--- config.mk ---
export PLATFORM = sky130hd
export DESIGN_NAME = ni_pkt_sender_flat
export DESIGN_NICKNAME = d
export VERILOG_FILES = /design/src/rtl/ni_pkt_sender_if.sv /design/src/rtl/ni_pkt_sender.sv /design/src/flat_wrapper.sv
export SDC_FILE = /design/constraint.sdc
export NUM_CORES = 1
export LEC_CHECK = 0
export ABC_CLOCK_PERIOD_IN_PS = 3400
export BUFFER_PORTS_ARGS = -buffer_cell sky130_fd_sc_hd__clkbuf_2
export CAP_MARGIN = 20
export CORE_MARGIN = 3
export CORE_UTILIZATION = 33
export DETAILED_ROUTE_END_ITERATION = 16
export PLACE_DENSITY = 0.55
export SLEW_MARGIN = 20
export SYNTH_ARGS = -nofsm -noshare
export SYNTH_HDL_FRONTEND = slang
export SYNTH_SLANG_ARGS = --single-unit
--- constraint.sdc ---
create_clock -name clk -period 3.4 [get_ports clk]
set_input_delay 0.51 -clock clk [delete_from_list [all_inputs] [get_ports clk]]
set_output_delay 0.51 -clock clk [all_outputs]
set_load 0.005 [all_outputs]
--- src/rtl/ni_pkt_sender_if.sv ---
// ni_pkt_sender_if: per-channel PE flit inputs plus the shared network link of the packet sender.
interface ni_pkt_sender_if #(parameter int NCH = 2, parameter int DW = 16);
   localparam int CHW = (NCH > 1) ? $clog2(NCH) : 1;
   logic [NCH-1:0]    valid_i;
   logic [NCH*DW-1:0] data_i;
   logic [NCH-1:0]    ready_o;
   logic              valid_o;
   logic [DW-1:0]     data_o;
   logic [CHW-1:0]    ch_o;
   logic              ready_i;
   logic              credit_upd_i;
   logic              err_o;
   modport slave (input valid_i, data_i, ready_i, credit_upd_i, output ready_o, valid_o, data_o, ch_o, err_o);
   modport master (output valid_i, data_i, ready_i, credit_upd_i, input ready_o, valid_o, data_o, ch_o, err_o);
endinterface

--- src/rtl/ni_pkt_sender.sv ---
// ni_pkt_sender: packet-atomic round-robin merge of NCH buffered flit channels onto one credited link.
module ni_pkt_sender #(
   parameter int         NCH        = 2,
   parameter int         DW         = 16,
   parameter int         PKT_LEN    = 4,
   parameter int         BUF_DEPTH  = 8,
   parameter int         CREDITS    = 4,
   parameter int         PKT_ATOMIC = 1,
   parameter logic [1:0] HEAD       = 2'b10,
   parameter logic [1:0] TAIL       = 2'b01
) (
   input logic            clk,
   input logic            rstn,
   ni_pkt_sender_if.slave bus
);
   localparam int CHW = (NCH > 1) ? $clog2(NCH) : 1;
   localparam int AW  = $clog2(BUF_DEPTH);
   localparam int NW  = $clog2(BUF_DEPTH + 1);
   localparam int CW  = $clog2(CREDITS + 1);
   typedef enum logic {IDLE, SEND} state_t;
   state_t          r_state, w_state_nxt;
   logic [CHW-1:0]  r_ch, r_last, w_gnt;
   logic [CW-1:0]   r_credit;
   logic            r_err;
   logic [NCH-1:0]  w_wr, w_rd, w_empty, w_elig, w_bad;
   logic [DW-1:0]   w_head [NCH];
   logic            w_any, w_hs, w_tail, w_cerr;
   for (genvar k = 0; k < NCH; k++) begin : g_ch
      logic [DW-1:0] r_mem [BUF_DEPTH];
      logic [AW-1:0] r_wp, r_rp;
      logic [NW-1:0] r_cnt;
      logic          w_full, w_typ_ok, w_len_ok;
      assign w_full         = r_cnt == NW'(BUF_DEPTH);
      assign w_empty[k]     = r_cnt == '0;
      assign bus.ready_o[k] = ~w_full;
      assign w_wr[k]        = bus.valid_i[k] & ~w_full;
      assign w_rd[k]        = w_hs & (r_ch == CHW'(k));
      assign w_head[k]      = r_mem[r_rp];
      assign w_len_ok       = (PKT_ATOMIC != 0) ? (r_cnt >= NW'(PKT_LEN)) : ~w_empty[k];
      assign w_typ_ok       = w_head[k][DW-1 -: 2] == HEAD;
      assign w_elig[k]      = w_len_ok & w_typ_ok;
      // a stray non-head flit is never drained, so its channel stays blocked until reset
      assign w_bad[k]       = w_len_ok & ~w_typ_ok & ~w_empty[k] & ((r_state == IDLE) | (r_ch != CHW'(k)));
      always_ff @(posedge clk)
         if (w_wr[k]) r_mem[r_wp] <= bus.data_i[k*DW +: DW];
      always_ff @(posedge clk or negedge rstn)
         if (!rstn) begin
            r_wp  <= '0;
            r_rp  <= '0;
            r_cnt <= '0;
         end else begin
            if (w_wr[k]) r_wp <= r_wp + 1'b1;
            if (w_rd[k]) r_rp <= r_rp + 1'b1;
            if (w_wr[k] != w_rd[k]) r_cnt <= w_wr[k] ? r_cnt + 1'b1 : r_cnt - 1'b1;
         end
   end
   // search from last_grant+1; scanning downward lets the nearest eligible channel win
   always_comb begin
      int j;
      w_any = 1'b0;
      w_gnt = r_last;
      for (int i = NCH; i >= 1; i--) begin
         j = (int'(r_last) + i) % NCH;
         if (w_elig[j[CHW-1:0]]) begin
            w_any = 1'b1;
            w_gnt = j[CHW-1:0];
         end
      end
   end
   assign bus.valid_o = (r_state == SEND) & ~w_empty[r_ch] & (r_credit != '0);
   assign bus.data_o  = bus.valid_o ? w_head[r_ch] : '0;
   assign bus.ch_o    = r_ch;
   assign bus.err_o   = r_err;
   assign w_hs        = bus.valid_o & bus.ready_i;
   assign w_tail      = w_head[r_ch][DW-1 -: 2] == TAIL;
   assign w_cerr      = bus.credit_upd_i & ~w_hs & (r_credit == CW'(CREDITS));
   always_comb begin
      w_state_nxt = r_state;
      w_state_nxt = (r_state == IDLE) ? (w_any ? SEND : IDLE) : ((w_hs & w_tail) ? IDLE : SEND);
   end
   always_ff @(posedge clk or negedge rstn)
      if (!rstn) begin
         r_state  <= IDLE;
         r_ch     <= '0;
         r_last   <= CHW'(NCH - 1);
         r_credit <= CW'(CREDITS);
         r_err    <= 1'b0;
      end else begin
         r_state <= w_state_nxt;
         if (r_state == IDLE && w_any) begin
            r_ch   <= w_gnt;
            r_last <= w_gnt;
         end
         if (w_hs != bus.credit_upd_i) r_credit <= w_hs ? r_credit - 1'b1 : (w_cerr ? r_credit : r_credit + 1'b1);
         r_err <= r_err | (|w_bad) | w_cerr;
      end
endmodule

--- src/flat_wrapper.sv ---
// flat-port wrapper written by rule: the top's interface ports become plain ports
module ni_pkt_sender_flat 
#(
   parameter int         NCH        = 2,
   parameter int         DW         = 16,
   parameter int         PKT_LEN    = 4,
   parameter int         BUF_DEPTH  = 8,
   parameter int         CREDITS    = 4,
   parameter int         PKT_ATOMIC = 1,
   parameter logic [1:0] HEAD       = 2'b10,
   parameter logic [1:0] TAIL       = 2'b01
)
  (clk, rstn, bus_valid_i, bus_data_i, bus_ready_i, bus_credit_upd_i, bus_ready_o, bus_valid_o, bus_data_o, bus_ch_o, bus_err_o);
  ni_pkt_sender_if #(.NCH(NCH), .DW(DW)) bus_i ();
  input logic clk;
  input logic rstn;
  input wire logic [$bits(bus_i.valid_i)-1:0] bus_valid_i;
  input wire logic [$bits(bus_i.data_i)-1:0] bus_data_i;
  input wire logic [$bits(bus_i.ready_i)-1:0] bus_ready_i;
  input wire logic [$bits(bus_i.credit_upd_i)-1:0] bus_credit_upd_i;
  output wire logic [$bits(bus_i.ready_o)-1:0] bus_ready_o;
  output wire logic [$bits(bus_i.valid_o)-1:0] bus_valid_o;
  output wire logic [$bits(bus_i.data_o)-1:0] bus_data_o;
  output wire logic [$bits(bus_i.ch_o)-1:0] bus_ch_o;
  output wire logic [$bits(bus_i.err_o)-1:0] bus_err_o;
  assign bus_i.valid_i = bus_valid_i;
  assign bus_i.data_i = bus_data_i;
  assign bus_i.ready_i = bus_ready_i;
  assign bus_i.credit_upd_i = bus_credit_upd_i;
  assign bus_ready_o = bus_i.ready_o;
  assign bus_valid_o = bus_i.valid_o;
  assign bus_data_o = bus_i.data_o;
  assign bus_ch_o = bus_i.ch_o;
  assign bus_err_o = bus_i.err_o;
  ni_pkt_sender #(.NCH(NCH), .DW(DW), .PKT_LEN(PKT_LEN), .BUF_DEPTH(BUF_DEPTH), .CREDITS(CREDITS), .PKT_ATOMIC(PKT_ATOMIC), .HEAD(HEAD), .TAIL(TAIL)) u_core (.clk(clk), .rstn(rstn), .bus(bus_i));
endmodule
==> results of run 1 <==
-- final cells by class --
class / count / area [um2] / area share
clock buffers: 35 / 748 / 0.0561
clock inverters: 14 / 143 / 0.0107
inverters: 6 / 22.5 / 0.00169
multi-input cells: 251 / 2950 / 0.221
flip-flops and latches: 283 / 8370 / 0.627
well taps: 448 / 561 / 0.0420
repair buffers: 86 / 557 / 0.0417
-- flip-flops by register name, indices dropped and copies added (netlist names) --
name and cells:
u_core.bus.ch_o 1, u_core.r_credit 3, u_core.r_state 1, u_core.bus.err_o 1
u_core.g_ch.r_mem 256, u_core.g_ch.r_cnt 8, u_core.r_last 1, u_core.g_ch.r_wp 6
u_core.g_ch.r_rp 6
-- logic make-up after synthesis --
logic type | Yosys count
adders and majority gates | 11
DFF | 283
buffers and inverters | 32
xor gates and xnor gates | 17
and+or+nand+nor | 84
AOI/OAI and AO/OA | 45
muxes | 94
-- report_power, final --
group          switching (W)  internal [W]
sequential          0.000409       0.00444
clock                0.00123       0.00178
combinational        0.00205       0.00180
-- per-stage QoR --
step	cell area, um2	utilization	hold WS [ps]	std cells
floorplan	11400	-	214	566
global placement	12400	0.368	480	1071
detailed placement	12400	0.368	480	1071
CTS	13300	0.394	36.2	1120
global route	13300	0.395	83.2	1123
finish	13300	0.395	34.2	1123
-- per-layer routing --
metal,routed length [um],GRT usage
met3,912,0.0190
met2,12100,0.230
met5,0,0
met4,548,0.0358
met1,10800,0.181
-- layout by cell type (no fill, tap or decap), types with 3 or more instances in the layout --
| cell type | synthesis | final |
|---|---|---|
| edfxtp_1 | 256 | 256 |
| mux4_2 | 64 | 64 |
| clkbuf_2 | 0 | 58 |
| clkbuf_16 | 0 | 29 |
| a211oi_1 | 28 | 28 |
| nand2_1 | 23 | 23 |
| dfrtp_1 | 25 | 23 |
| buf_4 | 3 | 22 |
| mux2i_1 | 19 | 19 |
| nor2b_1 | 14 | 14 |
| nor2_1 | 12 | 12 |
| xnor2_1 | 10 | 10 |
| mux2_2 | 9 | 9 |
| ha_1 | 9 | 9 |
| xor2_1 | 7 | 7 |
| inv_1 | 6 | 6 |
| clkbuf_1 | 14 | 6 |
| nor3_4 | 1 | 5 |
| nor3_2 | 1 | 5 |
| nand2b_1 | 5 | 5 |
| clkinv_2 | 0 | 5 |
| clkinv_1 | 0 | 5 |
| nor3_1 | 12 | 4 |
| nor4_1 | 5 | 3 |
| bufinv_16 | 0 | 3 |
| buf_12 | 0 | 3 |
-- worst paths after layout --
kind	to	depth (start not counted)	slack [ps]	start
max	bus_data_o[13]	6	230	u_core.g_ch[0].r_rp[0]
min	u_core.g_ch[1].r_rp[2]	1	30	rstn
min reg2reg	u_core.bus.err_o	2	500	u_core.bus.err_o
min in group clk	u_core.g_ch[0].r_mem[0][1]	1	240	bus_data_i[1]
max in group asynchronous	u_core.g_ch[0].r_rp[0]	1	2830	rstn
max reg2reg	u_core.g_ch[1].r_cnt[3]	8	630	u_core.g_ch[1].r_cnt[2]
-- worst max-delay path, delay by kind of cell, from the launching register on --
family | cells | cell delay [ps]
DFF | 1 | 650
buffers and inverters | 2 | 380
AOI/OAI and AO/OA | 2 | 420
and+or+nand+nor | 1 | 150
muxes | 1 | 510
==> flow_metrics.env, run 1 <==
export IMPL_yosysUniqueCellTypes=46
export IMPL_grt_pass1_vias=5989
export IMPL_slew_viol_final=0
export IMPL_ys_seq_area_frac=0.735
export IMPL_min_period_ps=3170
export IMPL_path_common_cell="a211oi_1"
export IMPL_cts_max_level=1
export IMPL_hold_buffers=0
export IMPL_grt_ovfl_total=0
export IMPL_synth_most_common_cell="edfxtp_1"
export IMPL_path_class="reg2out"
export IMPL_p_leak_nw=4.44
export IMPL_synth_edff_count=256
export IMPL_slew_headroom=0.263
export IMPL_start_kind="register"
export IMPL_antenna_found_initial=0
export IMPL_peakVddDrop_mv=0.411
export IMPL_synth_top_cell_area_share=0.676
export IMPL_cap_violations=0
export IMPL_syn2layout_area_growth_pct=17.3
export IMPL_coreArea_um2=33800
export IMPL_ctsResizeCount=0
export IMPL_synthAdderAreaFrac=0.0134
export IMPL_final_hold_viol_count=0
export IMPL_rsz0062_at_grt="no"
export IMPL_status="finished, final reports clean"
export IMPL_drt_total_wl_um=24400
export IMPL_grt_pass1_wl_um=37100
export IMPL_p_per_area_nw_per_um2=877
export IMPL_num_vias=5614
export IMPL_fillCellCount=3031
export IMPL_fin_ws_ps=232
export IMPL_die_height_um=192
export IMPL_synth_xor_area_frac=0.0131
export IMPL_avgSynthCellArea_um2=20.1
export IMPL_syn_num_nets=615
export IMPL_finalSetupViolCount=0
export IMPL_ys_flop_type="edfxtp_1"
export IMPL_muxShareOfSynthArea=0.154
export IMPL_worst_pin_slew_ps=1100
export IMPL_gp_congestion=0.717
export IMPL_pin_count=59
export IMPL_clock_sinks=283
export IMPL_synth_top_family_by_area="multiplexers"
export IMPL_p_total_w=0.0117
export IMPL_cp_required_ps=2890
export IMPL_start_util=0.337
export IMPL_netlist_instances=566
export IMPL_grt_max_degree=33
export IMPL_cp_end_kind="primary output"
export IMPL_dp_slack_ps=662
export IMPL_path_cells="buf_12 > mux4_2 > nor2b_1 > a211oi_1 > a211oi_1 > clkbuf_2"
export IMPL_clk_pin_slew_ps=60
export IMPL_port_buffer_count=58
export IMPL_fmax_ghz=0.316
export IMPL_rows=67
export IMPL_nets=706
export IMPL_fp_dieW_um=192
export IMPL_cts_buffer_depth=3
export IMPL_wire_per_inst_um=21.7
export IMPL_post_cts_buffers=0
export IMPL_ys_ff_latch=283
export IMPL_hpwlAfterDp_um=15000
export IMPL_dieArea_um2=36700
export IMPL_async_reset_ff_frac=0.0954
export IMPL_diodes=0
export IMPL_numCtsBuffers=29
export IMPL_synth_common_cells="256 x edfxtp_1, 64 x mux4_2, 28 x a211oi_1"
export IMPL_worstPathArrival_ps=2660
export IMPL_hp_class="in2async"
export IMPL_postRouteAntennaNets=0
export IMPL_viasPerCell=5.00
export IMPL_grt_usage=0.135
export IMPL_setup_tns_ps=0
export IMPL_drive_gt1_frac=0.326
export IMPL_synth_top_cell_by_area="edfxtp_1"
export IMPL_drc=0
export IMPL_synth_area_leaders="edfxtp_1 68%, mux4_2 13%, dfrtp_1 5.5%"
export IMPL_drt_iter0_markers=344
export IMPL_finalClockSkew_ps=6.28
export IMPL_slowest_stage="dfrtp_2"
export IMPL_synth_area_um2=11400
export IMPL_synth_compound_area_frac=0.0305
export IMPL_insertion_delay_ps=540
export IMPL_clockRootBuffer="clkbuf_16"
export IMPL_synth_simple_area_share=0.0411
export IMPL_path_max_fanout=12
export IMPL_final_period_utilization=0.932
export IMPL_cts_tree="built"
export IMPL_yosysWarnings=0
export IMPL_dr_pass1_iters=4
export IMPL_slowest_delay_ps=650
Power figures use the tool's default switching activity.
==> run 2: changes to the inputs <==
--- a/config.mk
+++ b/config.mk
@@ -5,7 +5,7 @@
 export SDC_FILE = /design/constraint.sdc
 export NUM_CORES = 1
 export LEC_CHECK = 0
-export ABC_CLOCK_PERIOD_IN_PS = 3400
+export ABC_CLOCK_PERIOD_IN_PS = 3200
 export BUFFER_PORTS_ARGS = -buffer_cell sky130_fd_sc_hd__clkbuf_2
 export CAP_MARGIN = 20
 export CORE_MARGIN = 3
==> constraint.sdc (replaced) <==
create_clock -name clk -period 3.2 [get_ports clk]
set_input_delay 0.48 -clock clk [delete_from_list [all_inputs] [get_ports clk]]
set_output_delay 0.48 -clock clk [all_outputs]
set_load 0.005 [all_outputs]
==> run 2 against run 1 <==
Net effect: power is 7.8% higher; sequential power is 7.0% higher; count of clock-buffer cells in the layout is 6 higher.
==> flow_metrics.env, run 2 (synthesis results as in run 1) <==
export IMPL_die_height_um=192
export IMPL_rows=67
export IMPL_fillCellCount=3016
export IMPL_peakVddDrop_mv=0.545
export IMPL_fin_ws_ps=148
export IMPL_insertion_delay_ps=560
export IMPL_dieArea_um2=36700
export IMPL_slew_viol_final=0
export IMPL_cp_required_ps=2720
export IMPL_grt_usage=0.133
export IMPL_cts_tree="built"
export IMPL_pin_count=59
export IMPL_path_class="reg2out"
export IMPL_setup_tns_ps=0
export IMPL_top_register="u_core.g_ch.r_mem"
export IMPL_numCtsBuffers=30
export IMPL_drt_total_wl_um=24200
export IMPL_worst_pin_slew_ps=1080
export IMPL_nets=711
export IMPL_finalClockSkew_ps=18.0
export IMPL_cap_violations=0
export IMPL_diodes=0
export IMPL_p_total_w=0.0126
export IMPL_slew_headroom=0.279
export IMPL_fmax_ghz=0.328
export IMPL_final_cell_mix="256 x edfxtp_1, 64 x mux4_2, 58 x clkbuf_2, 30 x clkbuf_16"
export IMPL_crit_family="compound AO/OA/AOI/OAI gates"
export IMPL_coreArea_um2=33800
export IMPL_cts_max_level=1
export IMPL_drive_gt1_frac=0.337
export IMPL_port_buffer_count=58
export IMPL_grt_ovfl_total=0
export IMPL_p_per_area_nw_per_um2=937
export IMPL_final_period_utilization=0.954
export IMPL_viasPerCell=4.96
export IMPL_cp_end_kind="primary output"
export IMPL_placed_area_um2=12400
export IMPL_rsz0062_at_grt="no"
export IMPL_num_vias=5619
export IMPL_drt_iter0_markers=405
export IMPL_antenna_found_initial=1
export IMPL_largest_reg_flops=256
export IMPL_hp_class="in2reg"
export IMPL_path_max_fanout=11
export IMPL_dr_pass1_iters=5
export IMPL_syn2layout_area_growth_pct=18.4
export IMPL_p_leak_nw=4.50
export IMPL_worstPathArrival_ps=2570
export IMPL_start_util=0.337
export IMPL_clock_sinks=283
export IMPL_slowest_delay_ps=560
export IMPL_hpwlAfterDp_um=15400
export IMPL_top_regs="u_core.g_ch.r_mem: 256 flops, u_core.g_ch.r_cnt: 8 flops"
export IMPL_postRouteAntennaNets=0
export IMPL_grt_pass1_vias=6041
export IMPL_start_kind="register"
export IMPL_slowest_stage="dfrtp_1"
export IMPL_min_period_ps=3050
export IMPL_dp_slack_ps=378
export IMPL_path_cells="nand2_2 > o22ai_1 > nand2_1 > buf_4 > a211oi_2 > clkbuf_2"
export IMPL_gp_congestion=0.805
export IMPL_drc=0
export IMPL_final_hold_viol_count=0
export IMPL_cts_buffer_depth=3
export IMPL_crit_buf_inv=2
export IMPL_status="finished, final reports clean"
export IMPL_finalSetupViolCount=0
export IMPL_grt_pass1_wl_um=36700
export IMPL_hold_ws_ps=200
export IMPL_final_common_cell="edfxtp_1"
export IMPL_wire_per_inst_um=21.4
export IMPL_grt_max_degree=35
export IMPL_final_area_um2=13500
export IMPL_fp_dieW_um=192
export IMPL_clk_pin_slew_ps=60
export IMPL_clockRootBuffer="clkbuf_16"
-- run 2: cell count changes in the layout (fill, tap and decap cells not counted), sizes merged --
cell / before / now
clkinv: 10 / 11
clkbuf: 93 / 99
bufinv: 3 / 2
buf: 28 / 31
dlygate4sd3: 0 / 1
-- run 2: layout make-up --
type / instances / area (um2) / share of cell area
clock buffers: 41 / 832 / 0.0618
clock inverters: 14 / 145 / 0.0108
inverters: 6 / 22.5 / 0.00167
multi-input cells: 251 / 2960 / 0.220
flip-flops and latches: 283 / 8370 / 0.622
well taps: 448 / 561 / 0.0416
repair buffers: 90 / 577 / 0.0428
-- run 2: power by group --
group | switching, W | total, W | internal [W]
Combinational | 0.00215 | 0.00407 | 0.00192
Sequential | 0.000470 | 0.00519 | 0.00472
Clock | 0.00137 | 0.00335 | 0.00198
Total | 0.00399 | 0.0126 | 0.00863
-- run 2: final timing paths --
check,startpoint,to,slack (ps),cells past startpoint
min reg2reg,u_core.bus.err_o,u_core.bus.err_o,480,2
min,bus_data_i[25],u_core.g_ch[1].r_mem[4][9],200,1
max,u_core.bus.ch_o,bus_data_o[1],150,6
max in group asynchronous,rstn,u_core.g_ch[1].r_rp[0],2130,2
max reg2reg,u_core.g_ch[1].r_cnt[3],u_core.r_credit[2],620,11
min in group asynchronous,rstn,u_core.r_credit[0],530,2
-- run 2: timing repair --
item,4_1_cts,5_1_grt
gates resized for setup,3,1
hold endpoints to repair,25,0
buffers inserted,1,0
setup endpoints to repair,9,1
hold buffers,1,0
-- run 2: routing by layer --
layer  vias up  GRT usage  share of wire
met3        34     0.0208          0.039
met5         -          0        0.00037
met1      2948      0.179           0.44
li1       2520          -              -
met4         2     0.0288          0.018
met2       115      0.228           0.51
-- run 2: worst register-to-register path, stage by stage, from the launching register on --
cell,delay [ps]
dfrtp_1,430
nor4_1,500
o22ai_1,200
nand2_1,300
inv_1,100
nand2_1,100
xnor2_1,70
ha_1,210
nor3_1,180
nand4_1,140
o311ai_0,130
o21ai_0,150
-- run 2: per-stage QoR --
stage                     instances   util
after floorplan                 566      -
after global placement         1074  0.368
after detailed placement       1074  0.368
after CTS                      1131  0.398
after global routing           1133  0.399
final                          1133  0.399
